===== config.mk =====
export PLATFORM = sky130hd
export DESIGN_NAME = ov7670_sccb_cfg_ctrl_flat
export DESIGN_NICKNAME = d
export VERILOG_FILES = /design/src/rtl/ov7670_cfg_pkg.sv /design/src/rtl/ov7670_sccb_cfg_ctrl_if.sv /design/src/rtl/ov7670_reg_rom.sv /design/src/rtl/ov7670_sccb_cfg_ctrl.sv /design/src/flat_wrapper.sv
export SDC_FILE = /design/constraint.sdc
export NUM_CORES = 1
export LEC_CHECK = 0
export BUFFER_PORTS_ARGS = -buffer_cell sky130_fd_sc_hd__buf_2
export CORE_MARGIN = 2
export CORE_UTILIZATION = 50
export DETAILED_ROUTE_END_ITERATION = 12
export PLACE_DENSITY = 0.68
export SLEW_MARGIN = 20
export SYNTH_ARGS = -nofsm -noshare
export SYNTH_HDL_FRONTEND = slang
export SYNTH_SLANG_ARGS = --single-unit

===== constraint.sdc =====
create_clock -name clk -period 2.75 [get_ports clk]
set_input_delay 0.4125 -clock clk [delete_from_list [all_inputs] [get_ports clk]]
set_output_delay 0.4125 -clock clk [all_outputs]
set_load 0.005 [all_outputs]

===== src/rtl/ov7670_cfg_pkg.sv =====
// OV7670 SCCB config: FSM encoding, table markers, ms->cycles helper.
// Shared by ov7670_reg_rom and ov7670_sccb_cfg_ctrl.
package ov7670_cfg_pkg;

  typedef enum logic [2:0] {
    ST_PWRUP,
    ST_LOAD,
    ST_START,
    ST_BYTE,
    ST_STOP,
    ST_GAP,
    ST_DELAY,
    ST_DONE
  } state_t;

  localparam logic [15:0] CFG_DELAY = 16'hFFF0;
  localparam logic [15:0] CFG_END   = 16'hFFFF;

  function automatic int unsigned ms_to_cycles(
    input int unsigned clk_hz,
    input int unsigned ms
  );
    longint unsigned c;
    c = 64'(clk_hz) * 64'(ms) / 64'd1000;
    return (c == 64'd0) ? 32'd1 : 32'(c);
  endfunction

endpackage


===== src/rtl/ov7670_sccb_cfg_ctrl_if.sv =====
// SCCB pin bundle between the config controller and the pad logic.
// master drives SIOC/SIOD; slave is the pad/observer side.
interface ov7670_sccb_cfg_ctrl_if;

  logic sioc;
  logic siod_o;
  logic siod_oe;

  modport master (
    output sioc,
    output siod_o,
    output siod_oe
  );

  modport slave (
    input sioc,
    input siod_o,
    input siod_oe
  );

endinterface


===== src/rtl/ov7670_reg_rom.sv =====
// OV7670 power-up register table, one-cycle synchronous read.
// Entries are {reg,val}; FFF0 = delay marker, FFFF = end marker.
module ov7670_reg_rom
  import ov7670_cfg_pkg::*;
(
  input  logic        clk,
  input  logic        rst_n,
  input  logic [7:0]  addr,
  output logic [15:0] data
);

  logic [15:0] entry;

  always_comb begin
    entry = CFG_END;
    unique case (addr)
      8'd0:    entry = 16'h1280;
      8'd1:    entry = CFG_DELAY;
      8'd2:    entry = 16'h1204;
      8'd3:    entry = 16'h8C02;
      8'd4:    entry = 16'h40D0;
      8'd5:    entry = 16'h1100;
      default: entry = CFG_END;
    endcase
  end

  always_ff @(posedge clk or negedge rst_n) begin
    if (!rst_n) data <= CFG_END;
    else        data <= entry;
  end

endmodule


===== src/rtl/ov7670_sccb_cfg_ctrl.sv =====
// OV7670 power-up sequencer: walks the register table with SCCB 3-phase writes.
// Optional feature macro CFG_RETRIGGER_EN: cfg_start in DONE replays the table.
module ov7670_sccb_cfg_ctrl
  import ov7670_cfg_pkg::*;
#(
  parameter int unsigned CLK_HZ   = 25_000_000,
  parameter int unsigned SCCB_HZ  = 100_000,
  parameter logic [7:0]  DEV_ADDR = 8'h42,
  parameter int unsigned PWRUP_MS = 1,
  parameter int unsigned DELAY_MS = 10
) (
  input  logic                          clk,
  input  logic                          rst_n,
  input  logic                          cfg_start,
  ov7670_sccb_cfg_ctrl_if.master        sccb,
  output logic                          busy,
  output logic                          done,
  output logic [7:0]                    cfg_idx
);

  localparam int unsigned QTR_RAW = CLK_HZ / (4 * SCCB_HZ);
  localparam int unsigned QTR     = (QTR_RAW == 0) ? 1 : QTR_RAW;
  localparam int unsigned PWR_CYC = ms_to_cycles(CLK_HZ, PWRUP_MS);
  localparam int unsigned DLY_CYC = ms_to_cycles(CLK_HZ, DELAY_MS);
  localparam int unsigned MAX_A   = (PWR_CYC > DLY_CYC) ? PWR_CYC : DLY_CYC;
  localparam int unsigned MAX_C   = (MAX_A > QTR) ? MAX_A : QTR;
  localparam int          CW      = $clog2(MAX_C + 1);

  typedef logic [CW-1:0] cnt_t;

  state_t      state;
  state_t      state_n;
  cnt_t        cnt;
  cnt_t        lim;
  logic        tick;
  logic [1:0]  q;
  logic [3:0]  bitc;
  logic [1:0]  bytec;
  logic [7:0]  sh;
  logic [15:0] ent;
  logic [15:0] rom_q;
  logic        ld_vld;
  logic        run;
  logic        last_q;
  logic        last_bit;
  logic        last_byte;
  logic        retrig;
  logic        sioc_c;
  logic        siod_c;
  logic        oe_c;

`ifdef CFG_RETRIGGER_EN
  assign retrig = cfg_start;
`else
  logic unused_start;
  assign retrig       = 1'b0;
  assign unused_start = cfg_start;
`endif

  ov7670_reg_rom u_rom (
    .clk   (clk),
    .rst_n (rst_n),
    .addr  (cfg_idx),
    .data  (rom_q)
  );

  always_comb begin
    lim = cnt_t'(QTR - 1);
    unique case (state)
      ST_PWRUP: lim = cnt_t'(PWR_CYC - 1);
      ST_DELAY: lim = cnt_t'(DLY_CYC - 1);
      default:  lim = cnt_t'(QTR - 1);
    endcase
  end

  assign tick      = (cnt == lim);
  assign last_q    = (q == 2'd3);
  assign last_bit  = (bitc == 4'd8);
  assign last_byte = (bytec == 2'd2);

  always_ff @(posedge clk or negedge rst_n) begin
    if (!rst_n) state <= ST_PWRUP;
    else        state <= state_n;
  end

  always_comb begin
    state_n = state;
    unique case (state)
      ST_PWRUP: if (tick) state_n = ST_LOAD;
      ST_LOAD: begin
        if (ld_vld) begin
          unique case (1'b1)
            (rom_q == CFG_END):   state_n = ST_DONE;
            (rom_q == CFG_DELAY): state_n = ST_DELAY;
            default:              state_n = ST_START;
          endcase
        end
      end
      ST_START: if (tick) state_n = ST_BYTE;
      ST_BYTE: begin
        if (tick && last_q && last_bit && last_byte)
          state_n = ST_STOP;
      end
      ST_STOP:  if (tick && q == 2'd2) state_n = ST_GAP;
      ST_GAP:   if (tick && last_q) state_n = ST_LOAD;
      ST_DELAY: if (tick) state_n = ST_LOAD;
      ST_DONE:  if (retrig) state_n = ST_LOAD;
      default:  state_n = ST_PWRUP;
    endcase
  end

  // ROM address is cfg_idx, so LOAD waits one cycle for the read
  always_ff @(posedge clk or negedge rst_n) begin
    if (!rst_n) begin
      run     <= 1'b0;
      ld_vld  <= 1'b0;
      cnt     <= '0;
      q       <= '0;
      bitc    <= '0;
      bytec   <= '0;
      sh      <= '0;
      ent     <= '0;
      cfg_idx <= '0;
    end else begin
      run    <= 1'b1;
      ld_vld <= (state == ST_LOAD) && !ld_vld;

      if (state == ST_LOAD || state == ST_DONE)
        cnt <= '0;
      else
        cnt <= tick ? '0 : cnt + 1'b1;

      if (state_n != state) q <= '0;
      else if (tick)        q <= q + 1'b1;

      if (state == ST_LOAD && ld_vld) begin
        ent   <= rom_q;
        sh    <= DEV_ADDR;
        bitc  <= '0;
        bytec <= '0;
      end else if (state == ST_BYTE && tick && last_q) begin
        if (last_bit) begin
          bitc  <= '0;
          bytec <= bytec + 1'b1;
          sh    <= (bytec == 2'd0) ? ent[15:8] : ent[7:0];
        end else begin
          bitc <= bitc + 1'b1;
          sh   <= {sh[6:0], 1'b0};
        end
      end

      if ((state == ST_GAP && tick && last_q) ||
          (state == ST_DELAY && tick))
        cfg_idx <= cfg_idx + 1'b1;
      else if (state == ST_DONE && retrig)
        cfg_idx <= '0;
    end
  end

  // Bus pins follow state directly so async reset releases them at once
  always_comb begin
    sioc_c = 1'b1;
    siod_c = 1'b1;
    oe_c   = 1'b0;
    unique case (state)
      ST_START: begin
        siod_c = 1'b0;
        oe_c   = 1'b1;
      end
      ST_BYTE: begin
        sioc_c = q[1];
        if (!last_bit) begin
          siod_c = sh[7];
          oe_c   = 1'b1;
        end
      end
      ST_STOP: begin
        sioc_c = (q != 2'd0);
        siod_c = (q == 2'd2);
        oe_c   = 1'b1;
      end
      default: begin
        sioc_c = 1'b1;
        siod_c = 1'b1;
        oe_c   = 1'b0;
      end
    endcase
  end

  assign sccb.sioc    = sioc_c;
  assign sccb.siod_o  = siod_c;
  assign sccb.siod_oe = oe_c;
  assign busy         = run && (state != ST_DONE);
  assign done         = (state == ST_DONE);

endmodule


===== src/flat_wrapper.sv =====
// flat-port wrapper written by rule: the top's interface ports become plain ports
module ov7670_sccb_cfg_ctrl_flat import ov7670_cfg_pkg::*;
#(
  parameter int unsigned CLK_HZ   = 25_000_000,
  parameter int unsigned SCCB_HZ  = 100_000,
  parameter logic [7:0]  DEV_ADDR = 8'h42,
  parameter int unsigned PWRUP_MS = 1,
  parameter int unsigned DELAY_MS = 10
)
  (clk, rst_n, cfg_start, busy, done, cfg_idx, sccb_sioc, sccb_siod_o, sccb_siod_oe);
  ov7670_sccb_cfg_ctrl_if sccb_i ();
  input  logic clk;
  input  logic rst_n;
  input  logic cfg_start;
  output logic busy;
  output logic done;
  output logic [7:0] cfg_idx;
  output wire logic [$bits(sccb_i.sioc)-1:0] sccb_sioc;
  output wire logic [$bits(sccb_i.siod_o)-1:0] sccb_siod_o;
  output wire logic [$bits(sccb_i.siod_oe)-1:0] sccb_siod_oe;
  assign sccb_sioc = sccb_i.sioc;
  assign sccb_siod_o = sccb_i.siod_o;
  assign sccb_siod_oe = sccb_i.siod_oe;
  ov7670_sccb_cfg_ctrl #(.CLK_HZ(CLK_HZ), .SCCB_HZ(SCCB_HZ), .DEV_ADDR(DEV_ADDR), .PWRUP_MS(PWRUP_MS), .DELAY_MS(DELAY_MS)) u_core (.clk(clk), .rst_n(rst_n), .cfg_start(cfg_start), .sccb(sccb_i), .busy(busy), .done(done), .cfg_idx(cfg_idx));
endmodule

* Yosys cells after proc, flatten, opt, wreduce, memory -nomap -nowiden
Cells that the tools add are included.
** Cells by class
- Multiplexer cells :: 29
- Add/subtract/negate cells :: 5
- Reduce and logical (&&, ||, !) cells :: 25
- Equal/unequal tests :: 21
** Operators by type and width (number)
- 16-bit one-hot mux with 6 select lines :: 1
- 18-bit 2-to-1 mux :: 2
- 18-bit one-hot mux with 2 select lines :: 1
- 16-bit equality test, second input constant :: 2
- 8-bit 2-to-1 mux :: 4
- 3-bit one-hot mux with 7 select lines :: 1
- 18-bit by 1-bit adder with 18-bit output, second input constant :: 1
- 18-bit equality test :: 1
- 3-bit 2-to-1 mux :: 6
- 8-bit by 2-bit equality test with 1-bit output, second input constant :: 2
- 8-bit by 3-bit equality test with 1-bit output, second input constant :: 2
- 3-bit equality test, second input constant :: 4
- 1-bit logical AND :: 12
- 4-bit 2-to-1 mux :: 3
- 2-bit 2-to-1 mux :: 5
- 8-bit by 1-bit adder with 8-bit output, second input constant :: 1
- 8-bit by 1-bit equality test with 1-bit output, second input constant :: 1
- 8-bit logical NOT :: 1
- 2-bit nonzero test :: 4
- 2-bit equality test, second input constant :: 3
- 3-bit by 2-bit equality test with 1-bit output, second input constant :: 2
- 3-bit one-hot mux with 2 select lines :: 1
- 2-bit by 1-bit adder with 2-bit output, second input constant :: 2
- 4-bit by 1-bit adder with 4-bit output, second input constant :: 1
- 13 further kinds :: 17
** Word-level totals
- Register bits after elaboration :: 79
- Bits of input ports :: 3
- Output and inout port bits :: 13

* Logic depth before layout (Yosys ltp)
- Depth after elaboration :: 10
- Mapped depth :: 8
- Mapped depth without buffers :: 7

* Cells and area by module
From an unflattened synthesis, not the netlist that was laid out.
** Second synthesis, totals
- Cell total of the unflattened synthesis :: 407
- Area, all modules :: 3816.2 µm²
** Modules (own cells, without submodules)
- ov7670_sccb_cfg_ctrl :: cells each 366, times used 1, area each 3360.7 µm²
- ov7670_reg_rom :: cells each 41, times used 1, area each 455.4 µm²

* Worst setup path after synthesis
Ideal clock, no wire load.
- Path kind :: register -> register
- From :: reg u_core.state[1]
- To :: reg u_core.bitc[1]
- Slack :: 0.666 ns
- Setup time :: 0.125 ns
- Cell stages (with the launch flop) :: 6
- Data arrival time :: 1.959 ns
- Path buffers :: 0
- Cells stage by stage :: dfrtp_1 > xor2_1 > or3_1 > a211o_1 > nor3_4 > mux2_4
** On the way
- Cells in the longest elaborated chain, start to end :: 6
- Elaborated cells between the ends (all ways) :: 11
** Ends and longest elaborated chain
- start, declared :: line ov7670_sccb_cfg_ctrl.sv:31 : state_t state;
- start signal, assigned :: line ov7670_sccb_cfg_ctrl.sv:83 : else state <= state_n;
- 3-bit equality test or 3-bit logical NOT (tied branches) :: line ov7670_sccb_cfg_ctrl.sv:69 : unique case (state)
- 18-bit one-hot mux with 2 select lines :: line ov7670_sccb_cfg_ctrl.sv:69
- 18-bit equality test :: line ov7670_sccb_cfg_ctrl.sv:76 : assign tick = (cnt == lim);
- 1-bit logical AND (2 in a row) :: line ov7670_sccb_cfg_ctrl.sv:141 : end else if (state == ST_BYTE && tick && last_q) begin
- 2-bit nonzero test (no line)
- end signal, assigned :: line ov7670_sccb_cfg_ctrl.sv:147 : bitc <= bitc + 1'b1;
- end, declared :: line ov7670_sccb_cfg_ctrl.sv:37 : logic [3:0] bitc;
Several ways; a longest one is shown, not always the timed one.
A chain may end at the register's enable or synchronous reset.

* Worst setup path in the final report
- From :: reg u_core.state[1]
- To :: out sccb_sioc
** On the way
- Cells in the longest elaborated chain, start to end :: 2
- Elaborated cells between the ends (all ways) :: 3
** Ends and longest elaborated chain
- 3-bit equality test or 3-bit by 2-bit equality test with 1-bit output (tied branches) :: line ov7670_sccb_cfg_ctrl.sv:165 : unique case (state)
- 1-bit one-hot mux with 2 select lines (*) :: line ov7670_sccb_cfg_ctrl.sv:165
- end, declared :: line flat_wrapper.sv:18 : output wire logic [$bits(sccb_i.sioc)-1:0] sccb_sioc;
Mark *: on every way between the ends. The rest lies on a longest branch, timed or not.

==> impl_summary.log <==
INFO  metric outcome = complete, no violations
INFO  metric timing.critical_path.to_type = primary output
INFO  metric critical_path.slowest_cell = nor2b_1
INFO  metric worst-r2r-cell-count = 6
INFO  metric dp.final_hpwl = 5.06 mm
INFO  metric combPwrFrac = 1.4%
INFO  metric switching_power = 0.379 mW
INFO  metric place_inst = 479
INFO  metric power.share.switching = 21.7%
INFO  metric worst_flop_to_flop_path_endpoint = u_core.bitc[0]$_DFFE_PN0P_
INFO  metric gr-total-overflow = 0
INFO  metric maximum_vdd_ir_drop = 0.264 mV
INFO  metric p_clk_share = 42.1%
INFO  metric syn-instance-count = 374
INFO  metric die_y = 88.6 um
INFO  metric setup-violations-final = 0
INFO  metric grt_pass1_wl = 12.3 mm
INFO  metric areaGrowthSynthToFinish = 11.1%
INFO  metric tritoncts = built
INFO  metric drive_above_1_share = 15.3%
INFO  metric cts_hold_repair.buffers = 0
INFO  metric slowest_delay = 400 ps
INFO  metric groute.usage.overall = 20.5%
INFO  metric final_common_cell = dfrtp_1
INFO  metric routed-via-count = 2,762
INFO  metric power.density_cell_area = 440 nW/um^2
INFO  metric syn_nets = 389
INFO  metric synth_seq_cells = 67
INFO  metric insertion_delay = 340 ps
INFO  metric clock-sinks = 67
INFO  metric timing.critical_path.cells = buf_4 > nor2b_1 > nand2_1 > nor2_1 > a31oi_1 > buf_2
INFO  metric timing.fmax = 0.444 GHz
INFO  metric clockRootBuffer = clkbuf_8
INFO  metric nets = 409
INFO  metric synth_area = 3570 um^2
INFO  metric port-buffer-count = 14
INFO  metric critPathArrivalTime = 1840 ps
INFO  metric static-leakage-power = 1.89 nW
INFO  metric power.share.sequential = 56.6%
INFO  metric fin_crit_sh = 82.0%
INFO  metric timing.final.max_slew_violations = 0
INFO  metric reg2reg_from = u_core.state[0]$_DFF_PN0_
INFO  metric hold_viol = 0
INFO  metric maximum_number_of_pins_on_one_net_before_global_route_repair = 68
INFO  metric floorplan.die.width = 88.6 um
INFO  metric finalCriticalPeriod = 2250 ps
INFO  metric antenna_viol_nets_final = 0
INFO  metric cts-resized-gates = 0
INFO  metric worst-path-max-fanout = 11
INFO  metric htree_num_levels = 3
INFO  metric drt-total-wl = 7.38 mm
INFO  metric routed_wire_length_per_instance = 14.9 um
INFO  metric yosys_warnings = 0
INFO  metric floorplan.io_pins = 16
INFO  metric cts.path.max_buffers = 2
INFO  metric placeableCoreArea = 6870 um^2
INFO  metric number_of_synthesized_flops_with_an_enable_pin = 0
INFO  metric grt_setup_unrepaired = no
INFO  metric drt_pre_antenna_iters = 4
INFO  metric finish.cell_count_without_fillers = 495
INFO  metric final_cell_mix = 57 x dfrtp_1, 54 x nand2_1, 39 x nor2_1, 17 x mux2i_1, 17 x nand4_1
INFO  metric cts.repair_timing.setup_buffer_count = 0
INFO  metric antenna_cells_inserted = 0
INFO  metric clkTransAtPathRegs = 70 ps
INFO  metric setup_tns = 0 ps
INFO  metric prevailing_post_synth_register_cell = dfrtp_1
INFO  metric row_count = 30
INFO  metric initialDrtViolationCount = 132
INFO  metric worst_hold_path_type = primary input to asynchronous set/reset pin
INFO  metric grt_antenna_before_repair = 0
INFO  metric grt_pass1_vias = 2,632
INFO  metric netlist-cell-type-count = 49
INFO  metric drt-vias-per-instance = 5.58
INFO  metric cts_inserted_buffers = 9
INFO  metric globalplace.congestion = 0.948
INFO  metric postSynthAreaPerCell = 9.56 um^2
INFO  metric path_class = flip-flop to primary output
INFO  metric worst_setup_skew_after_layout = 7.05 ps
INFO  metric detail_route.drc_violations = 0
INFO  metric cell_int_power = 1.37 mW
INFO  metric postLayoutCoreUtil = 57.8%
INFO  metric crit_required = 2340 ps
INFO  metric synth.yosys.seq_area_share = 47.3%
INFO  metric dieArea = 7840 um^2
INFO  metric ys_async_sr_fraction = 100%
INFO  metric timing.reg2reg.setup_slack = 510 ps
INFO  metric initial_utilization = 52.0%
INFO  metric startpoint_type = flip-flop
INFO  metric max-cap-violations = 0
-- critical path, delay by kind of cell (launching register included) --
kind / cells / cell delay, ps
AO/OA/AOI/OAI: 1 / 70
flip-flops: 1 / 370
AND/OR/NAND/NOR: 3 / 730
buffers and inverters: 2 / 340
-- final cells by class --
| cell class | instances | area (um^2) |
|---|---|---|
| Clock inverter | 2 | 10.0 |
| Fill cell | 621 | 2900 |
| Clock buffer | 14 | 163 |
| Multi-Input combinational cell | 276 | 1760 |
| Inverter | 13 | 48.8 |
| Sequential cell | 67 | 1690 |
| Timing Repair Buffer | 27 | 180 |
| Tap cell | 96 | 120 |
-- state kept, by name (all words and copies together) (netlist names) --
register and flops:
u_core.bitc 4, u_core.sh 8, u_core.q 2, u_core.cfg_idx 8, u_core.state 3, u_core.ent 10
u_core.u_rom.data 10, u_core.bytec 2, u_core.run 1, u_core.cnt 18, u_core.ld_vld 1
-- metal layers --
metal / global-route usage [%] / part of all wire (%) / vias to the layer above
met2: 32.0 / 47 / 65
met3: 3.36 / 3.3 / 14
li1: - / - / 1334
met4: 8.95 / 1.7 / 0
met1: 28.5 / 48 / 1349
met5: 0 / 0 / -
-- metrics by stage --
stage	hold slack (ps)	setup WS [ps]	power, mW	area, um^2
detailed placement	460	551	1.03	3800
finish	58.5	495	1.75	3970
floorplan	117	666	1.01	3570
CTS	92.7	511	1.76	3970
global route	100	274	1.80	3970
global placement	459	601	1.03	3800
-- Yosys cell counts, drive strengths merged, types with 2 or more instances --
| cell type | number | area (um^2) |
|---|---|---|
| a211o | 2 | 17.5 |
| a211oi | 4 | 30.0 |
| a21o | 5 | 37.5 |
| a21oi | 10 | 50.1 |
| a31o | 2 | 17.5 |
| a31oi | 4 | 25.0 |
| and2 | 3 | 18.8 |
| and3 | 5 | 31.3 |
| and3b | 2 | 17.5 |
| and4 | 6 | 52.6 |
| buf | 7 | 36.3 |
| clkbuf | 11 | 41.3 |
| dfrtp | 57 | 1430 |
| dfstp | 10 | 263 |
| ha | 12 | 150 |
| inv | 13 | 48.8 |
| mux2 | 4 | 48.8 |
| mux2i | 17 | 170 |
| nand2 | 54 | 203 |
| nand2b | 3 | 18.8 |
| nand3 | 13 | 65.1 |
| nand3b | 5 | 37.5 |
| nand4 | 17 | 106 |
| nand4b | 2 | 17.5 |
| nor2 | 39 | 146 |
| nor2b | 3 | 18.8 |
| nor3 | 13 | 76.3 |
| nor4 | 2 | 18.8 |
| nor4b | 2 | 23.8 |
| o21a | 2 | 15.0 |
| o21ai | 10 | 53.8 |
| or3 | 2 | 12.5 |
| xnor2 | 11 | 96.3 |
| xor2 | 14 | 123 |
-- worst max path at each step --
stage / start / endpoint / slack (ps) / cells after the start
after floorplan: u_core.state[1]$_DFF_PN0_ / u_core.bitc[1]$_DFFE_PN0P_ / 670 / 5
after CTS: u_core.state[1]$_DFF_PN0_ / sccb_sioc / 510 / 6
final: u_core.state[1]$_DFF_PN0_ / sccb_sioc / 500 / 6
after global routing: u_core.state[0]$_DFF_PN0_ / u_core.bitc[0]$_DFFE_PN0P_ / 270 / 6
after detailed placement: u_core.state[0]$_DFF_PN0_ / u_core.bitc[0]$_DFFE_PN0P_ / 550 / 5
after global placement: u_core.state[0]$_DFF_PN0_ / u_core.bitc[0]$_DFFE_PN0P_ / 600 / 5
-- power groups by stage --
stage                     combinational (mW)  sequential [mW]  clock, mW
after floorplan                     0.000772             1.01          0
after global placement                0.0252             1.00          0
after detailed placement              0.0257             1.00          0
after CTS                             0.0255            0.987      0.749
after global routing                  0.0287            0.986      0.789
final                                 0.0240            0.987      0.734
-- logic make-up (layout without fill, tap and decap cells) --
logic type | Yosys count | count (layout) | synth area share [%]
AOI/OAI and AO/OA | 43 | 43 | 7.88
xor gates and xnor gates | 25 | 25 | 6.13
adders and majority gates | 12 | 12 | 4.20
buffers and inverters | 31 | 56 | 3.54
DFF | 67 | 67 | 47.3
muxes | 21 | 21 | 6.13
other | 1 | 1 | 0.105
and+or+nand+nor | 174 | 174 | 24.8
(Power assumes the default switching activity.)
